$ cat src/rtl/button_conditioner_pkg.sv
// Shared constants and helpers for the push-button conditioning stage.
// Default cycle counts are derived from the 25 MHz pixel clock.
package button_conditioner_pkg;

  localparam int CLK_FREQ_HZ         = 32'd25_000_000;
  localparam int DEBOUNCE_10MS       = CLK_FREQ_HZ / 32'd100;
  localparam int REPEAT_DELAY_500MS  = CLK_FREQ_HZ / 32'd2;
  localparam int REPEAT_PERIOD_100MS = CLK_FREQ_HZ / 32'd10;

  typedef enum logic [0:0] {
    REP_WAIT_DELAY  = 1'b0,
    REP_WAIT_PERIOD = 1'b1
  } rep_phase_e;

  // Bits needed to hold 0..max_val; never less than one bit.
  function automatic int cnt_width(input int max_val);
    if (max_val < 32'sd1) begin
      return 32'sd1;
    end else begin
      return $clog2(max_val + 32'sd1);
    end
  endfunction

endpackage

$ cat src/rtl/button_conditioner_debounce_channel.sv
// One button channel: synchroniser chain, debounce counter with stable
// level L, and the auto-repeat pulse generator that runs while L is high.
module debounce_channel
  import button_conditioner_pkg::*;
#(
  parameter int SYNC_STAGES     = 2,
  parameter int DEBOUNCE_CYCLES = DEBOUNCE_10MS,
  parameter int REPEAT_DELAY    = REPEAT_DELAY_500MS,
  parameter int REPEAT_PERIOD   = REPEAT_PERIOD_100MS
) (
  input  logic clk,
  input  logic rst,
  input  logic pin_i,
  output logic level_o,
  output logic press_o
);

  localparam int DEB_W   = cnt_width(DEBOUNCE_CYCLES);
  localparam int REP_MAX = (REPEAT_DELAY > REPEAT_PERIOD) ? REPEAT_DELAY : REPEAT_PERIOD;
  localparam int REP_W   = cnt_width(REP_MAX);
  localparam bit REPEAT_EN = (REPEAT_DELAY > 0);

  localparam logic [DEB_W-1:0] DEB_ZERO    = {DEB_W{1'b0}};
  localparam logic [DEB_W-1:0] DEB_ONE     = DEB_W'(1);
  localparam logic [DEB_W-1:0] DEB_LAST    = DEB_W'(DEBOUNCE_CYCLES - 1);
  localparam logic [REP_W-1:0] REP_ZERO    = {REP_W{1'b0}};
  localparam logic [REP_W-1:0] REP_ONE     = REP_W'(1);
  localparam logic [REP_W-1:0] DELAY_LAST  = REP_W'((REPEAT_DELAY > 0) ? REPEAT_DELAY - 1 : 0);
  localparam logic [REP_W-1:0] PERIOD_LAST = REP_W'(REPEAT_PERIOD - 1);

  logic [SYNC_STAGES-1:0] sync_q, sync_d;
  logic [DEB_W-1:0]       deb_cnt_q, deb_cnt_d;
  logic                   level_q, level_d;
  logic [REP_W-1:0]       rep_cnt_q, rep_cnt_d;
  rep_phase_e             phase_q, phase_d;
  logic                   press_q, press_d;
  logic                   sample_s;

  assign sample_s = sync_q[SYNC_STAGES-1];

  // State register; reset returns the channel to the released state.
  always_ff @(posedge clk or posedge rst) begin
    if (rst) begin
      sync_q    <= {SYNC_STAGES{1'b0}};
      deb_cnt_q <= DEB_ZERO;
      level_q   <= 1'b0;
      rep_cnt_q <= REP_ZERO;
      phase_q   <= REP_WAIT_DELAY;
      press_q   <= 1'b0;
    end else begin
      sync_q    <= sync_d;
      deb_cnt_q <= deb_cnt_d;
      level_q   <= level_d;
      rep_cnt_q <= rep_cnt_d;
      phase_q   <= phase_d;
      press_q   <= press_d;
    end
  end

  // Synchroniser shift and debounce: L flips after DEBOUNCE_CYCLES mismatches in a row.
  always_comb begin
    sync_d    = {sync_q[SYNC_STAGES-2:0], pin_i};
    deb_cnt_d = deb_cnt_q;
    level_d   = level_q;
    if (sample_s == level_q) begin
      deb_cnt_d = DEB_ZERO;
    end else if (deb_cnt_q == DEB_LAST) begin
      deb_cnt_d = DEB_ZERO;
      level_d   = ~level_q;
    end else begin
      deb_cnt_d = deb_cnt_q + DEB_ONE;
    end
  end

  // Press/repeat generator; keyed on level_d so a coincident release suppresses a pulse.
  always_comb begin
    rep_cnt_d = rep_cnt_q;
    phase_d   = phase_q;
    press_d   = 1'b0;
    if (!level_d) begin
      rep_cnt_d = REP_ZERO;
      phase_d   = REP_WAIT_DELAY;
    end else if (!level_q) begin
      rep_cnt_d = REP_ZERO;
      phase_d   = REP_WAIT_DELAY;
      press_d   = 1'b1;
    end else if (!REPEAT_EN) begin
      rep_cnt_d = rep_cnt_q;
    end else begin
      case (phase_q)
        REP_WAIT_DELAY: begin
          if (rep_cnt_q == DELAY_LAST) begin
            press_d   = 1'b1;
            rep_cnt_d = REP_ZERO;
            phase_d   = REP_WAIT_PERIOD;
          end else begin
            rep_cnt_d = rep_cnt_q + REP_ONE;
          end
        end
        REP_WAIT_PERIOD: begin
          if (rep_cnt_q == PERIOD_LAST) begin
            press_d   = 1'b1;
            rep_cnt_d = REP_ZERO;
          end else begin
            rep_cnt_d = rep_cnt_q + REP_ONE;
          end
        end
        default: begin
          rep_cnt_d = REP_ZERO;
          phase_d   = REP_WAIT_DELAY;
        end
      endcase
    end
  end

  assign level_o = level_q;
  assign press_o = press_q;

endmodule

$ cat src/rtl/button_conditioner.sv
// Board-side button conditioning for pong: optional pin inversion feeding two
// independent debounce/auto-repeat channels (up and down).
module button_conditioner
  import button_conditioner_pkg::*;
#(
  parameter int SYNC_STAGES     = 2,
  parameter int DEBOUNCE_CYCLES = DEBOUNCE_10MS,
  parameter int REPEAT_DELAY    = REPEAT_DELAY_500MS,
  parameter int REPEAT_PERIOD   = REPEAT_PERIOD_100MS,
  parameter bit ACTIVE_HIGH     = 1'b1
) (
  input  logic CLK_25MHZ,
  input  logic RESET,
  input  logic BTN_UP_RAW,
  input  logic BTN_DOWN_RAW,
  output logic UP_LEVEL,
  output logic DOWN_LEVEL,
  output logic UP_PRESS,
  output logic DOWN_PRESS
);

  logic up_pin_s;
  logic down_pin_s;

  assign up_pin_s   = ACTIVE_HIGH ? BTN_UP_RAW   : ~BTN_UP_RAW;
  assign down_pin_s = ACTIVE_HIGH ? BTN_DOWN_RAW : ~BTN_DOWN_RAW;

  debounce_channel #(
    .SYNC_STAGES    (SYNC_STAGES),
    .DEBOUNCE_CYCLES(DEBOUNCE_CYCLES),
    .REPEAT_DELAY   (REPEAT_DELAY),
    .REPEAT_PERIOD  (REPEAT_PERIOD)
  ) u_up (
    .clk    (CLK_25MHZ),
    .rst    (RESET),
    .pin_i  (up_pin_s),
    .level_o(UP_LEVEL),
    .press_o(UP_PRESS)
  );

  debounce_channel #(
    .SYNC_STAGES    (SYNC_STAGES),
    .DEBOUNCE_CYCLES(DEBOUNCE_CYCLES),
    .REPEAT_DELAY   (REPEAT_DELAY),
    .REPEAT_PERIOD  (REPEAT_PERIOD)
  ) u_down (
    .clk    (CLK_25MHZ),
    .rst    (RESET),
    .pin_i  (down_pin_s),
    .level_o(DOWN_LEVEL),
    .press_o(DOWN_PRESS)
  );

endmodule

$ cat config.mk
export PLATFORM = sky130hd
export DESIGN_NAME = button_conditioner
export DESIGN_NICKNAME = d
export VERILOG_FILES = /design/src/rtl/button_conditioner_pkg.sv /design/src/rtl/button_conditioner_debounce_channel.sv /design/src/rtl/button_conditioner.sv
export SDC_FILE = /design/constraint.sdc
export NUM_CORES = 1
export LEC_CHECK = 0
export CAP_MARGIN = 20
export CORE_ASPECT_RATIO = 0.5
export CORE_MARGIN = 10
export CORE_UTILIZATION = 50
export CTS_CLUSTER_DIAMETER = 150
export DETAILED_ROUTE_END_ITERATION = 8
export PLACE_DENSITY_LB_ADDON = 0.12
export RECOVER_POWER = 25
export SKIP_LAST_GASP = 1
export SYNTH_ARGS = -nofsm -noshare
export SYNTH_HDL_FRONTEND = slang
export SYNTH_SLANG_ARGS = --single-unit
$ cat constraint.sdc
create_clock -name CLK_25MHZ -period 2.85 [get_ports CLK_25MHZ]
set_input_delay 0.57 -clock CLK_25MHZ [delete_from_list [all_inputs] [get_ports CLK_25MHZ]]
set_output_delay 0.57 -clock CLK_25MHZ [all_outputs]
set_load 0.01 [all_outputs]
==> flow_summary.yaml, run 1 <==
run_status:
  outcome: "finished clean"
worst_setup_path:
  start_kind: "register"
  ff2ff_setup_slack_ns: 0.64
  crit_top_cell: "nand4_1"
  timing.rr.start: "u_down.rep_cnt_q[0]"
  cp_slowest_cell: "nor4_1"
  path_cells: "ha_1, nand4_1, nor4_1, nand4_1, xor2_1, nor2_1"
  critPathMaxFanout: 6
  r2r_cells: 6
  slowest_delay_ns: 0.73
  cp-end-kind: "register"
  crit_type: "register to register"
  worstPathRequired_ns: 3.07
  timing.rr.end: "u_down.rep_cnt_q[22]"
  cp_data_arrival_time_ns: 2.43
cts:
  ctsHoldBuffers: 0
  cts_resized: 0
  path_clk_slew_ns: 0.06
  cts_tree: "done"
  numCtsBuffers: 9
  htreeDepth: 3
  cts_setup_buffers: 0
  clock-root-buffer: "clkbuf_16"
  insertion_delay_ns: 0.34
  clock_sinks: 94
  clock_path_buffers: 2
final_layout:
  area_growth_pct: 9.94
  n_antenna_cell: 0
  fillers: 774
  instances_no_fill: 593
  fin_nets: 480
  drive_gt1_share_pct: 5.46
min_path:
  hold_start: "u_up.sync_q[0]"
  worstHoldEndpoint: "u_up.sync_q[1]"
  hold_path_class: "register to register"
  hold_depth: 0
timing:
  period_minus_slack_ns: 2.21
  max_freq_mhz: 453
  slew_viol_final: 0
  worstMarginPinSlew_ns: 1.24
  hold_viol_final: 0
  rsz0062_at_grt: "no"
  finalSetupViolations: 0
  fin_tns_setup_ns: 0
  finClkSkew_ns: 0.00690
  fin_crit_sh_pct: 77.5
  setup_ws_ns: 0.642
  relSlewSlack_pct: 17.3
power:
  power_frac_comb_pct: 2.0
  swShare_pct: 20.5
  power_frac_clock_pct: 46.3
  intPower_w: 0.00208
  p_switching_w: 0.000535
  ir_drop_uv: 311
  p_per_area_nw_per_um2: 520
  cellLeakagePower_nw: 2.02
  seqPwrFrac_pct: 51.7
logic_synthesis:
  ys.flop_type: "dfrtp_1"
  synth_warnings: 0
  ys_ff_latch: 94
  netlist_area_um2: 4570
  synth-edff-count: 0
  netlist_instances: 462
  async_reset_ff_share_pct: 100
  synth_cell_types: 40
  syn-num-nets: 470
  yosysSeqAreaShare_pct: 51.5
  synth.avg_cell_area_um2: 9.89
placement:
  dp_hpwl_um: 5550
  gp_congestion: 0.815
  dpl.cell_count: 578
  dp_slack_ns: 0.589
  port-buffer-count: 7
floorplanning:
  dieArea_um2: 13600
  io_pins: 8
  die_w_um: 155
  placementRows: 24
  core_region_area_um2: 8800
  start_util_pct: 51.9
  die_y_um: 87.6
route:
  route.vias.total: 3146
  routed_via_density: 5.31
  wire_per_inst_um: 14.1
  drc: 0
  antenna_left: 0
  postRouteWirelength_um: 8370
  firstDrtPassIters: 6
  drt_iter0_drc: 182
run:
  cap_violations: 0
global_route:
  grt.total_usage_pct: 13.5
  antenna_found_initial: 0
  grt_pass1_wl_um: 15000
  grt_max_degree: 52
  grt_overflow: 0
  first_global_vias: 3189
[placed cells by master (no fill, tap or decap), types with 2 or more instances in the layout]
master	instances
nand3_1	31
xor2_1	42
clkdlybuf4s50_1	4
nor3_1	11
dlygate4sd3_1	3
nand4_1	23
o21ai_0	2
dfrtp_1	94
clkbuf_2	2
and3_1	9
and2_1	2
ha_1	4
clkbuf_8	2
clkbuf_16	9
nor4_1	9
inv_1	13
nor4bb_1	3
nor4b_1	5
or4_1	2
nor2_1	106
o21ai_2	2
nand2_1	31
or3_1	2
xnor2_1	35
a21oi_1	2
and4_1	8
[how the worst max path moves through the flow]
stage | startpoint | end | slack (ns) | cells past startpoint
CTS | u_up.deb_cnt_q[0] | u_up.deb_cnt_q[13] | 0.62 | 6
global route | u_up.deb_cnt_q[0] | u_up.deb_cnt_q[12] | 0.34 | 6
global placement | u_down.rep_cnt_q[0] | u_down.rep_cnt_q[22] | 0.65 | 6
detailed placement | u_up.deb_cnt_q[0] | u_up.deb_cnt_q[5] | 0.59 | 6
finish | u_down.rep_cnt_q[0] | u_down.rep_cnt_q[22] | 0.64 | 6
floorplan | u_up.deb_cnt_q[0] | u_up.rep_cnt_q[10] | 1.04 | 7
[per-layer routing]
layer	track usage, %	wire length (um)	vias up
met5	0	0	-
met4	4.90	102	0
met3	3.96	266	10
met2	21.8	3790	37
met1	17.1	4220	1502
li1	-	-	1597
[critical path: cells and delay by family, from the launching register on]
kind | cells | cell delay, ns
flip-flops | 1 | 0.41
XOR/XNOR | 1 | 0.18
adder cells (fa/ha/maj) | 1 | 0.23
AND/OR/NAND/NOR | 4 | 1.25
[sequential cells by signal, summed over array words and instances (netlist names)]
register,count
u_down.rep_cnt_q,24
u_up.rep_cnt_q,24
u_down.deb_cnt_q,18
u_up.deb_cnt_q,18
u_down.sync_q,2
u_up.sync_q,2
u_down.level_o,1
u_down.phase_q,1
u_down.press_o,1
u_up.level_o,1
u_up.phase_q,1
u_up.press_o,1
[synthesized netlist by cell type, drive strengths merged, types with 5 or more instances]
cell	count	area share (%)
buf	8	1.5
xor2	42	8.0
nor4b	5	0.96
nand2	31	2.5
and3	9	1.2
and4	8	1.5
nor4	11	2.0
dfrtp	94	51
inv	14	1.1
nor3	11	1.2
nand3	32	3.6
nand4	23	3.1
xnor2	35	6.7
nor2	106	8.7
[logic make-up (layout without fill, tap and decap cells)]
group / Yosys count / in the layout / synth area share, %
buffers and inverters: 24 / 38 / 2.82
AND/OR/NAND/NOR: 250 / 250 / 27.5
XOR/XNOR: 77 / 77 / 14.8
adder cells (fa/ha/maj): 4 / 4 / 1.10
flip-flops: 94 / 94 / 51.5
multiplexers: 2 / 2 / 0.465
AO/OA/AOI/OAI: 11 / 11 / 1.94
[power by group through the flow]
stage,clock network (W),registers (W),logic [W]
floorplan,0,0.00138,0.0000404
global placement,0,0.00138,0.0000554
detailed placement,0,0.00138,0.0000566
CTS,0.00125,0.00135,0.0000564
global route,0.00130,0.00135,0.0000614
finish,0.00121,0.00135,0.0000513
[stage by stage]
step	hold slack, ns	cell area, um2	power, W	utilization (%)
after global placement	0.339	4730	0.00143	53.8
final	0.351	5020	0.00261	57.1
after global routing	0.370	5020	0.00271	57.1
after floorplan	0.331	4570	0.00142	-
after detailed placement	0.339	4730	0.00143	53.8
after CTS	0.354	5030	0.00266	57.2
[layout make-up]
class                   count  area, um2  share of cell area [%]
repair buffers              9       80.1                    1.59
clock inverters             3       43.8                   0.872
flip-flops and latches     94       2350                    46.8
clock buffers              12        256                    5.10
inverters                  14       56.3                    1.12
well taps                 117        146                    2.91
multi-input cells         344       2090                    41.6
No activity file was read; power rests on OpenSTA's default activity.
==> inputs of run 2 (changes only) <==
==> constraint.sdc (replaced) <==
create_clock -name CLK_25MHZ -period 2.3 [get_ports CLK_25MHZ]
set_input_delay 0.46 -clock CLK_25MHZ [delete_from_list [all_inputs] [get_ports CLK_25MHZ]]
set_output_delay 0.46 -clock CLK_25MHZ [all_outputs]
set_load 0.01 [all_outputs]
==> flow_summary.yaml, run 2 (synthesized netlist as in run 1, its figures left out) <==
floorplanning:
  dieArea_um2: 13600
  placementRows: 24
  start_util_pct: 51.9
  io_pins: 8
  die_w_um: 155
  core_region_area_um2: 8800
  die_y_um: 87.6
cts:
  insertion_delay_ns: 0.34
  cts_setup_buffers: 0
  htreeDepth: 3
  path_clk_slew_ns: 0.07
  clock-root-buffer: "clkbuf_16"
  cts_resized: 0
  ctsHoldBuffers: 0
  clock_sinks: 94
  cts_tree: "done"
  clock_path_buffers: 2
  numCtsBuffers: 9
worst_setup_path:
  start_kind: "register"
  crit_type: "register to register"
  cp_data_arrival_time_ns: 2.21
  timing.rr.end: "u_up.rep_cnt_q[17]"
  startpoint: "u_up.rep_cnt_q[0]"
  cp-end-kind: "register"
  critPathMaxFanout: 23
  r2r_cells: 7
  timing.rr.start: "u_up.rep_cnt_q[0]"
  ff2ff_setup_slack_ns: 0.32
  worstPathRequired_ns: 2.53
min_path:
  hold_start: "u_up.sync_q[0]"
  hold_depth: 0
  hold_path_class: "register to register"
  worstHoldEndpoint: "u_up.sync_q[1]"
final_layout:
  n_antenna_cell: 0
  instances_no_fill: 600
  finalCoreUtilization_pct: 57.6
  fin_nets: 486
  reg_top3: "u_down.rep_cnt_q (24), u_up.rep_cnt_q (24)"
  area_growth_pct: 10.9
  final_common_cell: "nor2_1"
  drive_gt1_share_pct: 6.83
  final_cell_mix: "106 x nor2_1, 94 x dfrtp_1, 42 x xor2_1"
power:
  p_per_area_nw_per_um2: 620
  p_total_w: 0.00314
  ir_drop_uv: 385
  cellLeakagePower_nw: 2.04
placement:
  dp_hpwl_um: 5320
  gp_congestion: 0.800
  dpl.cell_count: 584
  port-buffer-count: 7
global_route:
  grt_overflow: 0
  antenna_found_initial: 0
  grt.total_usage_pct: 12.6
  grt_max_degree: 95
  grt_pass1_wl_um: 14300
  first_global_vias: 3063
timing:
  fin_tns_setup_ns: 0
  worstMarginPinSlew_ns: 1.23
  fin_crit_sh_pct: 86.2
  finalSetupViolations: 0
  hold_viol_final: 0
  rsz0062_at_grt: "no"
  finClkSkew_ns: 0.00734
  max_freq_mhz: 504
  period_minus_slack_ns: 1.98
  slew_viol_final: 0
  holdWs_ns: 0.359
  relSlewSlack_pct: 18.1
route:
  wire_per_inst_um: 13.3
  drt_iter0_drc: 167
  route.vias.total: 3098
  drc: 0
  firstDrtPassIters: 4
  antenna_left: 0
  postRouteWirelength_um: 7960
  routed_via_density: 5.16
run_status:
  outcome: "finished clean"
run:
  cap_violations: 0
run 2: cell types whose count changed in the layout (fill, tap and decap cells not counted):
| cell | previous run | this run |
|---|---|---|
| bufinv_16 | 1 | 0 |
| buf_12 | 0 | 1 |
| inv_6 | 0 | 2 |
| clkinv_2 | 1 | 0 |
| clkbuf_8 | 2 | 1 |
| buf_4 | 0 | 6 |
| clkbuf_2 | 2 | 0 |
| clkinvlp_4 | 1 | 3 |
| clkbuf_4 | 0 | 1 |
run 2: cell type report:
cell class                 count  area [um2]
tap                          117         146
multi-input combinational    344        2090
fill                         781        3730
clock inverter                 5        41.3
timing repair buffer          15         143
inverter                      14        56.3
sequential                    94        2350
clock buffer                  11         243
run 2: how the worst max path moves through the flow:
stage	endpoint	slack [ns]	cells after the start
floorplan	u_up.rep_cnt_q[10]	0.49	7
CTS	u_up.rep_cnt_q[17]	0.30	7
finish	u_up.rep_cnt_q[17]	0.32	7
global placement	u_up.rep_cnt_q[19]	0.33	7
global route	u_up.deb_cnt_q[12]	0.13	7
detailed placement	u_up.rep_cnt_q[17]	0.32	7
run 2: stage by stage:
step,setup slack (ns),instance area (um2)
after floorplan,0.490,4570
after global placement,0.329,4800
after detailed placement,0.315,4800
after CTS,0.302,5080
after global routing,0.133,5070
final,0.317,5070
run 2: metal layers:
| metal | share of wire (%) | wire, um | track usage, % |
|---|---|---|---|
| met5 | 0 | 0 | 0 |
| met4 | 1.0 | 82 | 4.73 |
| met3 | 2.6 | 205 | 3.28 |
| met2 | 45 | 3570 | 20.1 |
| met1 | 52 | 4110 | 16.4 |
run 2: where the power goes:
group	internal, W	leakage (nW)	switching [W]
registers	0.00166	1.30	0.00000985
clock network	0.000772	0.133	0.000631
logic	0.0000162	0.610	0.0000483
total	0.00245	2.04	0.000689
run 2: worst max-delay path, stage by stage, from the launching register on:
cell	delay, ns
dfrtp_1	0.38
ha_1	0.23
and4_1	0.27
nand4_1	0.14
nor3_1	0.38
a221o_2	0.25
buf_12	0.16
nor2_1	0.07
==> inputs of run 3 (changes only) <==
--- a/config.mk
+++ b/config.mk
@@ -11,7 +11,7 @@
 export CORE_UTILIZATION = 50
 export CTS_CLUSTER_DIAMETER = 150
 export DETAILED_ROUTE_END_ITERATION = 8
-export PLACE_DENSITY_LB_ADDON = 0.12
+export PLACE_DENSITY = 0.66
 export RECOVER_POWER = 25
 export SKIP_LAST_GASP = 1
 export SYNTH_ARGS = -nofsm -noshare
==> flow_summary.yaml, run 3 (synthesized netlist as in run 1, its figures left out) <==
cts:
  clock-root-buffer: "clkbuf_16"
  clock_sinks: 94
  htreeDepth: 3
  cts_tree: "done"
  cts_setup_buffers: 0
  numCtsBuffers: 9
  insertion_delay_ns: 0.34
  ctsHoldBuffers: 0
  clock_path_buffers: 2
  cts_resized: 0
  path_clk_slew_ns: 0.06
power:
  ir_drop_uv: 410
  intPower_w: 0.00267
  power_frac_comb_pct: 1.9
  p_per_area_nw_per_um2: 659
  cellLeakagePower_nw: 2.06
  seqPwrFrac_pct: 49.7
  power_frac_clock_pct: 48.4
  p_switching_w: 0.000700
  swShare_pct: 20.8
route:
  wire_per_inst_um: 13.6
  antenna_left: 0
  firstDrtPassIters: 4
  drc: 0
  route.vias.total: 3157
  drt_iter0_drc: 167
  routed_via_density: 5.27
  postRouteWirelength_um: 8140
worst_setup_path:
  path_cells: "ha_1, and4_1, nand4_1, nor3_1, a221o_2, buf_12, nor2_1"
  path_delay_family: "simple AND/OR/NAND/NOR gates"
  slowest_delay_ns: 0.39
  crit_type: "register to register"
  crit_buf_inv: 1
  critPathMaxFanout: 23
  cp-end-kind: "register"
  start_kind: "register"
  cp_slowest_cell: "dfrtp_1"
  cp_data_arrival_time_ns: 2.25
  worstPathRequired_ns: 2.53
final_layout:
  fillers: 772
  area_growth_pct: 11.9
  n_antenna_cell: 0
  instances_no_fill: 599
  reg_top3: "u_down.rep_cnt_q (24), u_up.rep_cnt_q (24)"
  fin_nets: 485
  final_cell_mix: "106 x nor2_1, 94 x dfrtp_1, 42 x xor2_1"
  drive_gt1_share_pct: 6.85
  final_area_um2: 5110
  final_common_cell: "nor2_1"
  finalCoreUtilization_pct: 58.1
timing:
  worstMarginPinSlew_ns: 1.22
  relSlewSlack_pct: 18.4
  period_minus_slack_ns: 2.02
  fin_tns_setup_ns: 0
  finClkSkew_ns: 0.00846
  rsz0062_at_grt: "no"
  slew_viol_final: 0
  fin_crit_sh_pct: 87.7
  hold_viol_final: 0
  max_freq_mhz: 496
  finalSetupViolations: 0
placement:
  dpl.cell_count: 583
  place_area_um2: 4790
  dp_hpwl_um: 5390
  gp_congestion: 0.815
  port-buffer-count: 7
floorplanning:
  start_util_pct: 51.9
  dieArea_um2: 13600
  die_y_um: 87.6
  io_pins: 8
  core_region_area_um2: 8800
  placementRows: 24
  die_w_um: 155
global_route:
  grt.total_usage_pct: 13.4
  first_global_vias: 3232
  grt_pass1_wl_um: 15100
  grt_overflow: 0
  grt_max_degree: 95
  antenna_found_initial: 0
min_path:
  hold_path_class: "register to register"
run:
  cap_violations: 0
run_status:
  outcome: "finished clean"
## run 3: changes by cell type in the layout (fill, tap and decap cells not counted), sizes merged
cell	delta
bufinv	+2
inv	-1
buf	-1
clkinv	+1
clkbuf	-1
clkinvlp	-1
## run 3: layer usage
metal  up-vias  routed length (um)  GRT usage [%]
met1      1526                3960           16.5
met5         -                   0              0
met4         0                  32           3.72
met3         4                 246           4.16
met2        30                3900           22.5
li1       1597                   -              -
## run 3: layout make-up
cell class | instances | area [um2] | share of cell area (%)
Clock buffer | 10 | 239 | 4.67
Tap cell | 117 | 146 | 2.86
Timing Repair Buffer | 14 | 135 | 2.64
Sequential cell | 94 | 2350 | 46.0
Multi-Input combinational cell | 344 | 2090 | 40.9
Clock inverter | 6 | 93.8 | 1.84
Inverter | 14 | 56.3 | 1.10
## run 3: final timing paths
kind                                         from                  to  slack (ns)  depth (start not counted)
worst max-delay path            u_up.rep_cnt_q[0]  u_up.rep_cnt_q[22]        0.28                          7
worst min-delay path               u_up.sync_q[0]      u_up.sync_q[1]        0.36                          0
max in group asynchronous                   RESET   u_up.rep_cnt_q[2]        0.49                          3
worst max register to register  u_up.rep_cnt_q[0]  u_up.rep_cnt_q[22]        0.28                          7
min in group asynchronous                   RESET  u_up.deb_cnt_q[10]        1.06                          3
worst min register to register     u_up.sync_q[0]      u_up.sync_q[1]        0.36                          0
## run 3: power by group through the flow
stage	registers (W)	clock network, W	logic [W]
4_1_cts	0.00167	0.00167	0.0000730
2_1_floorplan	0.00170	0	0.0000500
6_report	0.00167	0.00163	0.0000647
3_5_place_dp	0.00171	0	0.0000725
3_3_place_gp	0.00171	0	0.0000724
5_1_grt	0.00168	0.00175	0.0000773
## run 3: per-stage QoR
stage	hold WS, ns	setup WS [ns]	total power [W]
after global routing	0.372	0.0865	0.00350
after global placement	0.335	0.327	0.00178
after CTS	0.360	0.273	0.00342
after floorplan	0.331	0.490	0.00175
final	0.357	0.282	0.00337
after detailed placement	0.341	0.298	0.00178
